==> src/rtl/fetch_unit_pkg.sv <==
// rtl/fetch_unit_pkg.sv - shared types and constants for the instruction fetch stage
package fetch_unit_pkg;

   localparam logic [31:0] NOP_INSTR = 32'h0000_0013;

   typedef struct packed {
      logic [31:0] pc;
      logic [31:0] instr;
   } fetch_entry_t;

endpackage

==> src/rtl/fetch_unit_if.sv <==
// rtl/fetch_unit_if.sv - fetch stage bus: imem request/response, redirect, hazard control, IF/ID outputs
interface fetch_unit_if;

   logic        imem_req_o;
   logic [31:0] imem_addr_o;
   logic        imem_gnt_i;
   logic        imem_rvalid_i;
   logic [31:0] imem_rdata_i;
   logic        set_pc_i;
   logic [31:0] target_pc_i;
   logic        stall_i;
   logic        flush_i;
   logic [31:0] instr_o;
   logic [31:0] pc_o;
   logic        instr_valid_o;

   modport master (
      output imem_req_o, imem_addr_o, instr_o, pc_o, instr_valid_o,
      input  imem_gnt_i, imem_rvalid_i, imem_rdata_i, set_pc_i, target_pc_i, stall_i, flush_i
   );

   modport slave (
      input  imem_req_o, imem_addr_o, instr_o, pc_o, instr_valid_o,
      output imem_gnt_i, imem_rvalid_i, imem_rdata_i, set_pc_i, target_pc_i, stall_i, flush_i
   );

endinterface

==> src/rtl/fetch_unit_fifo.sv <==
// rtl/fetch_unit_fifo.sv - prefetch FIFO of {pc, instr} entries with clear
module fetch_fifo
   import fetch_unit_pkg::*;
#(
   parameter int  DEPTH = 2,
   localparam int CW    = $clog2(DEPTH) + 1
) (
   input  logic           clk_i,
   input  logic           rst_i,
   input  logic           clear,
   input  logic           push,
   input  fetch_entry_t   push_data,
   input  logic           pop,
   output fetch_entry_t   head,
   output logic [CW-1:0]  count,
   output logic           empty,
   output logic           full
);

   localparam int AW = $clog2(DEPTH);

   fetch_entry_t    mem [DEPTH];
   logic [AW-1:0]   wr_ptr;
   logic [AW-1:0]   rd_ptr;

   always_ff @(posedge clk_i) begin
      if (push) begin
         mem[wr_ptr] <= push_data;
      end
   end

   // DEPTH is a power of two, so pointers wrap naturally
   always_ff @(posedge clk_i) begin
      if (rst_i || clear) begin
         wr_ptr <= '0;
         rd_ptr <= '0;
         count  <= '0;
      end else begin
         if (push) wr_ptr <= wr_ptr + AW'(1);
         if (pop)  rd_ptr <= rd_ptr + AW'(1);
         case ({push, pop})
            2'b10:   count <= count + CW'(1);
            2'b01:   count <= count - CW'(1);
            default: count <= count;
         endcase
      end
   end

   assign head  = mem[rd_ptr];
   assign empty = (count == '0);
   assign full  = (count == CW'(DEPTH));

endmodule

==> src/rtl/fetch_unit.sv <==
// rtl/fetch_unit.sv - IF stage: imem request issue, prefetch buffering, redirect discard, IF/ID register
module fetch_unit
   import fetch_unit_pkg::*;
#(
   parameter logic [31:0] BOOT_ADDR  = 32'h0000_0000,
   parameter int          FIFO_DEPTH = 2
) (
   input  logic         clk_i,
   input  logic         rst_i,
   fetch_unit_if.master bus
);

   localparam int            CW      = $clog2(FIFO_DEPTH) + 1;
   localparam logic [CW:0]   DEPTH_W = (CW+1)'(FIFO_DEPTH);

   logic [31:0]   fetch_pc;
   logic [31:0]   resp_pc;
   logic [CW-1:0] outstanding;
   logic [CW-1:0] discard;
   logic [CW-1:0] outstanding_after_rsp;
   logic [CW-1:0] fifo_count;
   logic          req;
   logic          issue;
   logic          push;
   logic          pop;
   logic          fifo_empty;
   logic          fifo_full;
   fetch_entry_t  head;
   fetch_entry_t  push_entry;
   logic [31:0]   instr_q;
   logic [31:0]   pc_q;
   logic          valid_q;

   // Every request reserves a FIFO slot, so a response can never find the FIFO full
   always_comb begin
      req   = !rst_i && !bus.set_pc_i &&
              (({1'b0, outstanding} + {1'b0, fifo_count}) < DEPTH_W);
      issue = req && bus.imem_gnt_i;
      outstanding_after_rsp = outstanding - CW'(bus.imem_rvalid_i);
      push  = bus.imem_rvalid_i && !bus.set_pc_i && (discard == '0);
      pop   = !bus.flush_i && !bus.set_pc_i && !bus.stall_i && !fifo_empty;
      push_entry = '{pc: resp_pc, instr: bus.imem_rdata_i};
   end

   fetch_fifo #(.DEPTH(FIFO_DEPTH)) u_fifo (
      .clk_i     (clk_i),
      .rst_i     (rst_i),
      .clear     (bus.set_pc_i),
      .push      (push),
      .push_data (push_entry),
      .pop       (pop),
      .head      (head),
      .count     (fifo_count),
      .empty     (fifo_empty),
      .full      (fifo_full)
   );

   always_ff @(posedge clk_i) begin
      if (rst_i) begin
         fetch_pc    <= BOOT_ADDR;
         resp_pc     <= BOOT_ADDR;
         outstanding <= '0;
         discard     <= '0;
         instr_q     <= NOP_INSTR;
         pc_q        <= '0;
         valid_q     <= 1'b0;
      end else begin
         if (bus.set_pc_i) begin
            // Everything still in flight belongs to the abandoned path
            fetch_pc    <= {bus.target_pc_i[31:2], 2'b00};
            resp_pc     <= {bus.target_pc_i[31:2], 2'b00};
            outstanding <= outstanding_after_rsp;
            discard     <= outstanding_after_rsp;
         end else begin
            if (issue) fetch_pc <= fetch_pc + 32'd4;
            outstanding <= outstanding_after_rsp + CW'(issue);
            if (bus.imem_rvalid_i) begin
               if (discard != '0) discard <= discard - CW'(1);
               else               resp_pc <= resp_pc + 32'd4;
            end
         end

         if (bus.flush_i || bus.set_pc_i) begin
            valid_q <= 1'b0;
            instr_q <= NOP_INSTR;
            pc_q    <= '0;
         end else if (bus.stall_i) begin
            valid_q <= valid_q;
         end else if (!fifo_empty) begin
            valid_q <= 1'b1;
            instr_q <= head.instr;
            pc_q    <= head.pc;
         end else begin
            valid_q <= 1'b0;
            instr_q <= NOP_INSTR;
         end
      end
   end

   assign bus.imem_req_o    = req;
   assign bus.imem_addr_o   = fetch_pc;
   assign bus.instr_o       = instr_q;
   assign bus.pc_o          = pc_q;
   assign bus.instr_valid_o = valid_q;

   a_no_overflow: assert property (@(posedge clk_i) disable iff (rst_i) !(push && fifo_full));

endmodule

==> src/flat_wrapper.sv <==
// flat-port wrapper written by rule: the top's interface ports become plain ports
module fetch_unit_flat import fetch_unit_pkg::*;
#(
   parameter logic [31:0] BOOT_ADDR  = 32'h0000_0000,
   parameter int          FIFO_DEPTH = 2
)
  (clk_i, rst_i, bus_imem_req_o, bus_imem_addr_o, bus_instr_o, bus_pc_o, bus_instr_valid_o, bus_imem_gnt_i, bus_imem_rvalid_i, bus_imem_rdata_i, bus_set_pc_i, bus_target_pc_i, bus_stall_i, bus_flush_i);
  fetch_unit_if bus_i ();
  input  logic clk_i;
  input  logic rst_i;
  output wire logic [$bits(bus_i.imem_req_o)-1:0] bus_imem_req_o;
  output wire logic [$bits(bus_i.imem_addr_o)-1:0] bus_imem_addr_o;
  output wire logic [$bits(bus_i.instr_o)-1:0] bus_instr_o;
  output wire logic [$bits(bus_i.pc_o)-1:0] bus_pc_o;
  output wire logic [$bits(bus_i.instr_valid_o)-1:0] bus_instr_valid_o;
  input wire logic [$bits(bus_i.imem_gnt_i)-1:0] bus_imem_gnt_i;
  input wire logic [$bits(bus_i.imem_rvalid_i)-1:0] bus_imem_rvalid_i;
  input wire logic [$bits(bus_i.imem_rdata_i)-1:0] bus_imem_rdata_i;
  input wire logic [$bits(bus_i.set_pc_i)-1:0] bus_set_pc_i;
  input wire logic [$bits(bus_i.target_pc_i)-1:0] bus_target_pc_i;
  input wire logic [$bits(bus_i.stall_i)-1:0] bus_stall_i;
  input wire logic [$bits(bus_i.flush_i)-1:0] bus_flush_i;
  assign bus_imem_req_o = bus_i.imem_req_o;
  assign bus_imem_addr_o = bus_i.imem_addr_o;
  assign bus_instr_o = bus_i.instr_o;
  assign bus_pc_o = bus_i.pc_o;
  assign bus_instr_valid_o = bus_i.instr_valid_o;
  assign bus_i.imem_gnt_i = bus_imem_gnt_i;
  assign bus_i.imem_rvalid_i = bus_imem_rvalid_i;
  assign bus_i.imem_rdata_i = bus_imem_rdata_i;
  assign bus_i.set_pc_i = bus_set_pc_i;
  assign bus_i.target_pc_i = bus_target_pc_i;
  assign bus_i.stall_i = bus_stall_i;
  assign bus_i.flush_i = bus_flush_i;
  fetch_unit #(.BOOT_ADDR(BOOT_ADDR), .FIFO_DEPTH(FIFO_DEPTH)) u_core (.clk_i(clk_i), .rst_i(rst_i), .bus(bus_i));
endmodule
==> config.mk <==
export PLATFORM = sky130hd
export DESIGN_NAME = fetch_unit_flat
export DESIGN_NICKNAME = d
export VERILOG_FILES = /design/src/rtl/fetch_unit_pkg.sv /design/src/rtl/fetch_unit_if.sv /design/src/rtl/fetch_unit_fifo.sv /design/src/rtl/fetch_unit.sv /design/src/flat_wrapper.sv
export SDC_FILE = /design/constraint.sdc
export NUM_CORES = 1
export LEC_CHECK = 0
export ABC_CLOCK_PERIOD_IN_PS = 6900
export BUFFER_PORTS_ARGS = -buffer_cell sky130_fd_sc_hd__buf_2
export CAP_MARGIN = 20
export CORE_AREA = 8 8 155 157
export CTS_CLUSTER_SIZE = 10
export DETAILED_ROUTE_END_ITERATION = 8
export DIE_AREA = 0 0 163 165
export GPL_TIMING_DRIVEN = 0
export MAX_ROUTING_LAYER = met4
export PLACE_DENSITY = 0.81
export SKIP_CTS_REPAIR_TIMING = 1
export SYNTH_ARGS = -nofsm -noshare
export SYNTH_HDL_FRONTEND = slang
export SYNTH_SLANG_ARGS = --single-unit
==> constraint.sdc <==
create_clock -name clk_i -period 6.9 [get_ports clk_i]
set_input_delay 0.345 -clock clk_i [delete_from_list [all_inputs] [get_ports clk_i]]
set_output_delay 0.345 -clock clk_i [all_outputs]
set_load 0.1 [all_outputs]
==> reports/qor.yml <==
layout:
  fillers: 1790
  layout_commonest_cell: "buf_2"
  final_cells: 1439
  area_growth_pct: 19.8
  drive_above_1_share_pct: 18.0
  layout_common_cells: "buf_2, dfxtp_1, edfxtp_1, nor2_1, clkbuf_1"
  multi_input_area_mm2: 0.00382
  finalInstanceArea_mm2: 0.0126
  nets: 1215
  register_area_mm2: 0.00637
  fin_util_pct: 58.8
clock_tree:
  cts-root-buf: "clkbuf_16"
  cts.clk_slew.worst_paths_ns: 0.06
  numCtsBuffers: 29
  cts_tree: "done"
  clock_latency_ns: 0.52
  htree_levels: 1
  clock_sinks: 256
  cts_buffer_depth: 3
timing:
  holdWs_ns: 0.0176
  period_share_pct: 43.2
  skew_ns: 0.0116
  fmax_mhz: 336
  fin_crit_ns: 2.98
  slew_headroom_pct: 41.8
  hold_viol_final: 0
  worstMarginPinSlew_ns: 0.874
  setup_violations: 0
  setup_tns_ns: 0
  drv_slew: 0
  grt_setup_unrepaired: "no"
setup_path:
  reg2reg_to: "u_core.bus.imem_addr_o[17]"
  slowest_stage: "or4_4"
  endpoint_kind: "register"
  worstPathArrival_ns: 3.38
  cpLargestDelayFamily: "simple AND/OR/NAND/NOR gates"
  timing.rr.start: "u_core.u_fifo.count[0]"
  max_stage_delay_ns: 0.53
  rr_worst_depth: 8
  crit_chain: "and2_1 -> fa_1 -> or3b_1 -> buf_6 -> or4_4 -> buf_6 -> o31a_1 -> o31a_1"
  regToRegSetupSlack_ns: 3.92
  crit_cells: 8
  crit_type: "register to register"
  critPathBufInv: 2
  worstPathMaxFanout: 10
  setup.worst_path.start_class: "register"
  cp.required_ns: 7.31
yosys:
  synth_edf_count: 124
  synth.distinct_cells: 55
  synth.avg_cell_area_um2: 11.3
  post_synth_instance_area_mm2: 0.0105
  synth_seq_cells: 256
  yosysSeqAreaShare_pct: 60.4
  yosys_warnings: 0
  async_flop_share_pct: 0
  synthCells: 937
  ys.flop_type: "dfxtp_1"
pwr:
  p_comb_share_pct: 10.0
  intPower_w: 0.00254
  p_per_area_mw_per_mm2: 268
  p_sw_share_pct: 25.0
  power.share.clock_pct: 39.6
  p_sw_w: 0.000846
  vdd_ir_drop_max_v: 0.000167
  static-leakage-power_nw: 4.50
  pwr-share-seq_pct: 50.3
global_routing:
  grt_use_total_pct: 19.4
  grt_max_degree: 63
  overflow: 0
  grt_pass1_vias: 7732
  grt_antenna_before_repair: 1
  grt_pass1_wl_um: 40700
floorplanning:
  fp.dieW_um: 163
  start_util_pct: 49.1
  die_area_mm2: 0.0269
  core_area_mm2: 0.0215
  rows: 54
  fp.dieH_um: 165
  io_pins: 169
placement:
  place_congestion: 0.931
  hpwl_um: 18700
  dpl_cell_area_mm2: 0.0118
  dp.cells: 1382
  io_buffers: 160
worst_hold_path:
  hp-start: "bus_imem_rdata_i[4]"
  hold_path_end: "u_core.u_fifo.mem[1][4]"
  holdCritPathClass: "primary input to register"
  whs_path_depth: 1
job:
  maxCapViolCount: 0
route:
  avgViaCountPerCell: 5.67
  wl_per_cell_um: 18.1
  ant_nets: 0
  drt_wl_total_um: 26100
  vias: 8161
  drt_iter0_markers: 705
  first_pass_iters: 4
  drc: 0
outcome:
  status: "completed"
logic make-up (layout without fill, tap and decap cells):
family | Yosys count | after routing | share of synthesized area [%]
other cells | 1 | 5 | 0.0356
xor+xnor | 26 | 26 | 2.16
mux | 64 | 64 | 6.11
buf+inv | 93 | 311 | 3.60
flops | 256 | 256 | 60.4
compound gates | 192 | 192 | 12.6
fa+ha+maj | 7 | 7 | 0.902
simple gates | 298 | 298 | 14.3
synth_stat cells, types with 4 or more instances:
library cell	n	area [um^2]
or3_1	11	68.8
and3_1	8	50.1
nor3_1	15	75.1
a31oi_1	11	68.8
ha_1	6	75.1
nor4_1	24	150
nand2_1	40	150
a311oi_1	6	52.6
nor2_1	112	420
buf_4	4	30.0
nand4_1	20	125
nor2b_1	7	43.8
and4_1	16	140
o21bai_1	8	60.1
inv_1	32	120
mux2i_1	61	611
dfxtp_1	132	2640
a211oi_1	30	225
a21boi_0	18	135
clkbuf_1	47	176
a21oi_1	59	295
nand3_1	23	115
xor2_1	11	96.3
xnor2_1	15	131
buf_1	8	30.0
o31a_1	26	228
or4_1	9	67.6
o31ai_1	5	37.5
edfxtp_1	124	3720
o21ai_0	7	35.0
area by class of cell:
| class | count | area share [%] |
|---|---|---|
| clock buffers | 52 | 6.51 |
| multi-input cells | 591 | 30.3 |
| diodes | 1 | 0.0198 |
| flip-flops and latches | 256 | 50.4 |
| plain buffers | 61 | 2.05 |
| inverters | 32 | 0.951 |
| well taps | 280 | 2.77 |
| repair buffers | 166 | 7.03 |
how the worst max path moves through the flow:
stage / from / to / slack, ns
floorplan: u_core.discard[0] / u_core.u_fifo.mem[0][0] / 2.66
global placement: u_core.discard[0] / u_core.u_fifo.mem[0][26] / 0.98
detailed placement: u_core.u_fifo.count[0] / u_core.bus.imem_addr_o[17] / 3.95
CTS: u_core.u_fifo.count[0] / u_core.bus.imem_addr_o[17] / 3.94
global route: u_core.u_fifo.count[0] / u_core.bus.imem_addr_o[17] / 3.85
finish: u_core.u_fifo.count[0] / u_core.bus.imem_addr_o[17] / 3.92
per-layer routing:
metal,global-route usage [%],wire length [um],share of wire [%],vias up
met1,25.8,11800,45,3899
met4,4.80,438,1.7,0
met2,30.6,11900,46,341
met5,-,0,0,-
met3,3.02,1980,7.6,39
li1,-,-,-,3882
metrics by stage:
| step | power [W] | setup slack [ns] |
|---|---|---|
| 3_5_place_dp | 0.00207 | 3.95 |
| 3_3_place_gp | 0.00206 | 0.979 |
| 4_1_cts | 0.00341 | 3.94 |
| 5_1_grt | 0.00351 | 3.85 |
| 6_report | 0.00339 | 3.92 |
| 2_1_floorplan | 0.00197 | 2.66 |
sequential cells by signal, summed over array words and instances, names as in the netlist, 2 cells and up, named ones only:
| signal | cells |
|---|---|
| u_core.u_fifo.mem | 124 |
| u_core.resp_pc | 30 |
| u_core.u_fifo.count | 2 |
| u_core.discard | 2 |
| u_core.bus.instr_o | 32 |
| u_core.bus.imem_addr_o | 30 |
| u_core.outstanding | 2 |
| u_core.bus.pc_o | 30 |
power by group through the flow:
stage	Clock [W]	Sequential, W	Combinational [W]
floorplan	0	0.00182	0.000149
global placement	0	0.00174	0.000325
detailed placement	0	0.00174	0.000336
CTS	0.00137	0.00170	0.000337
global route	0.00143	0.00171	0.000365
finish	0.00134	0.00171	0.000340
worst reg2reg max path, delay by kind of cell (launching register included):
family | cells | cell delay, ns
DFF | 1 | 0.46
AOI/OAI and AO/OA | 2 | 0.51
adders and majority gates | 1 | 0.47
buffers and inverters | 2 | 0.32
and+or+nand+nor | 3 | 1.12
Power figures use the tool's default switching activity.
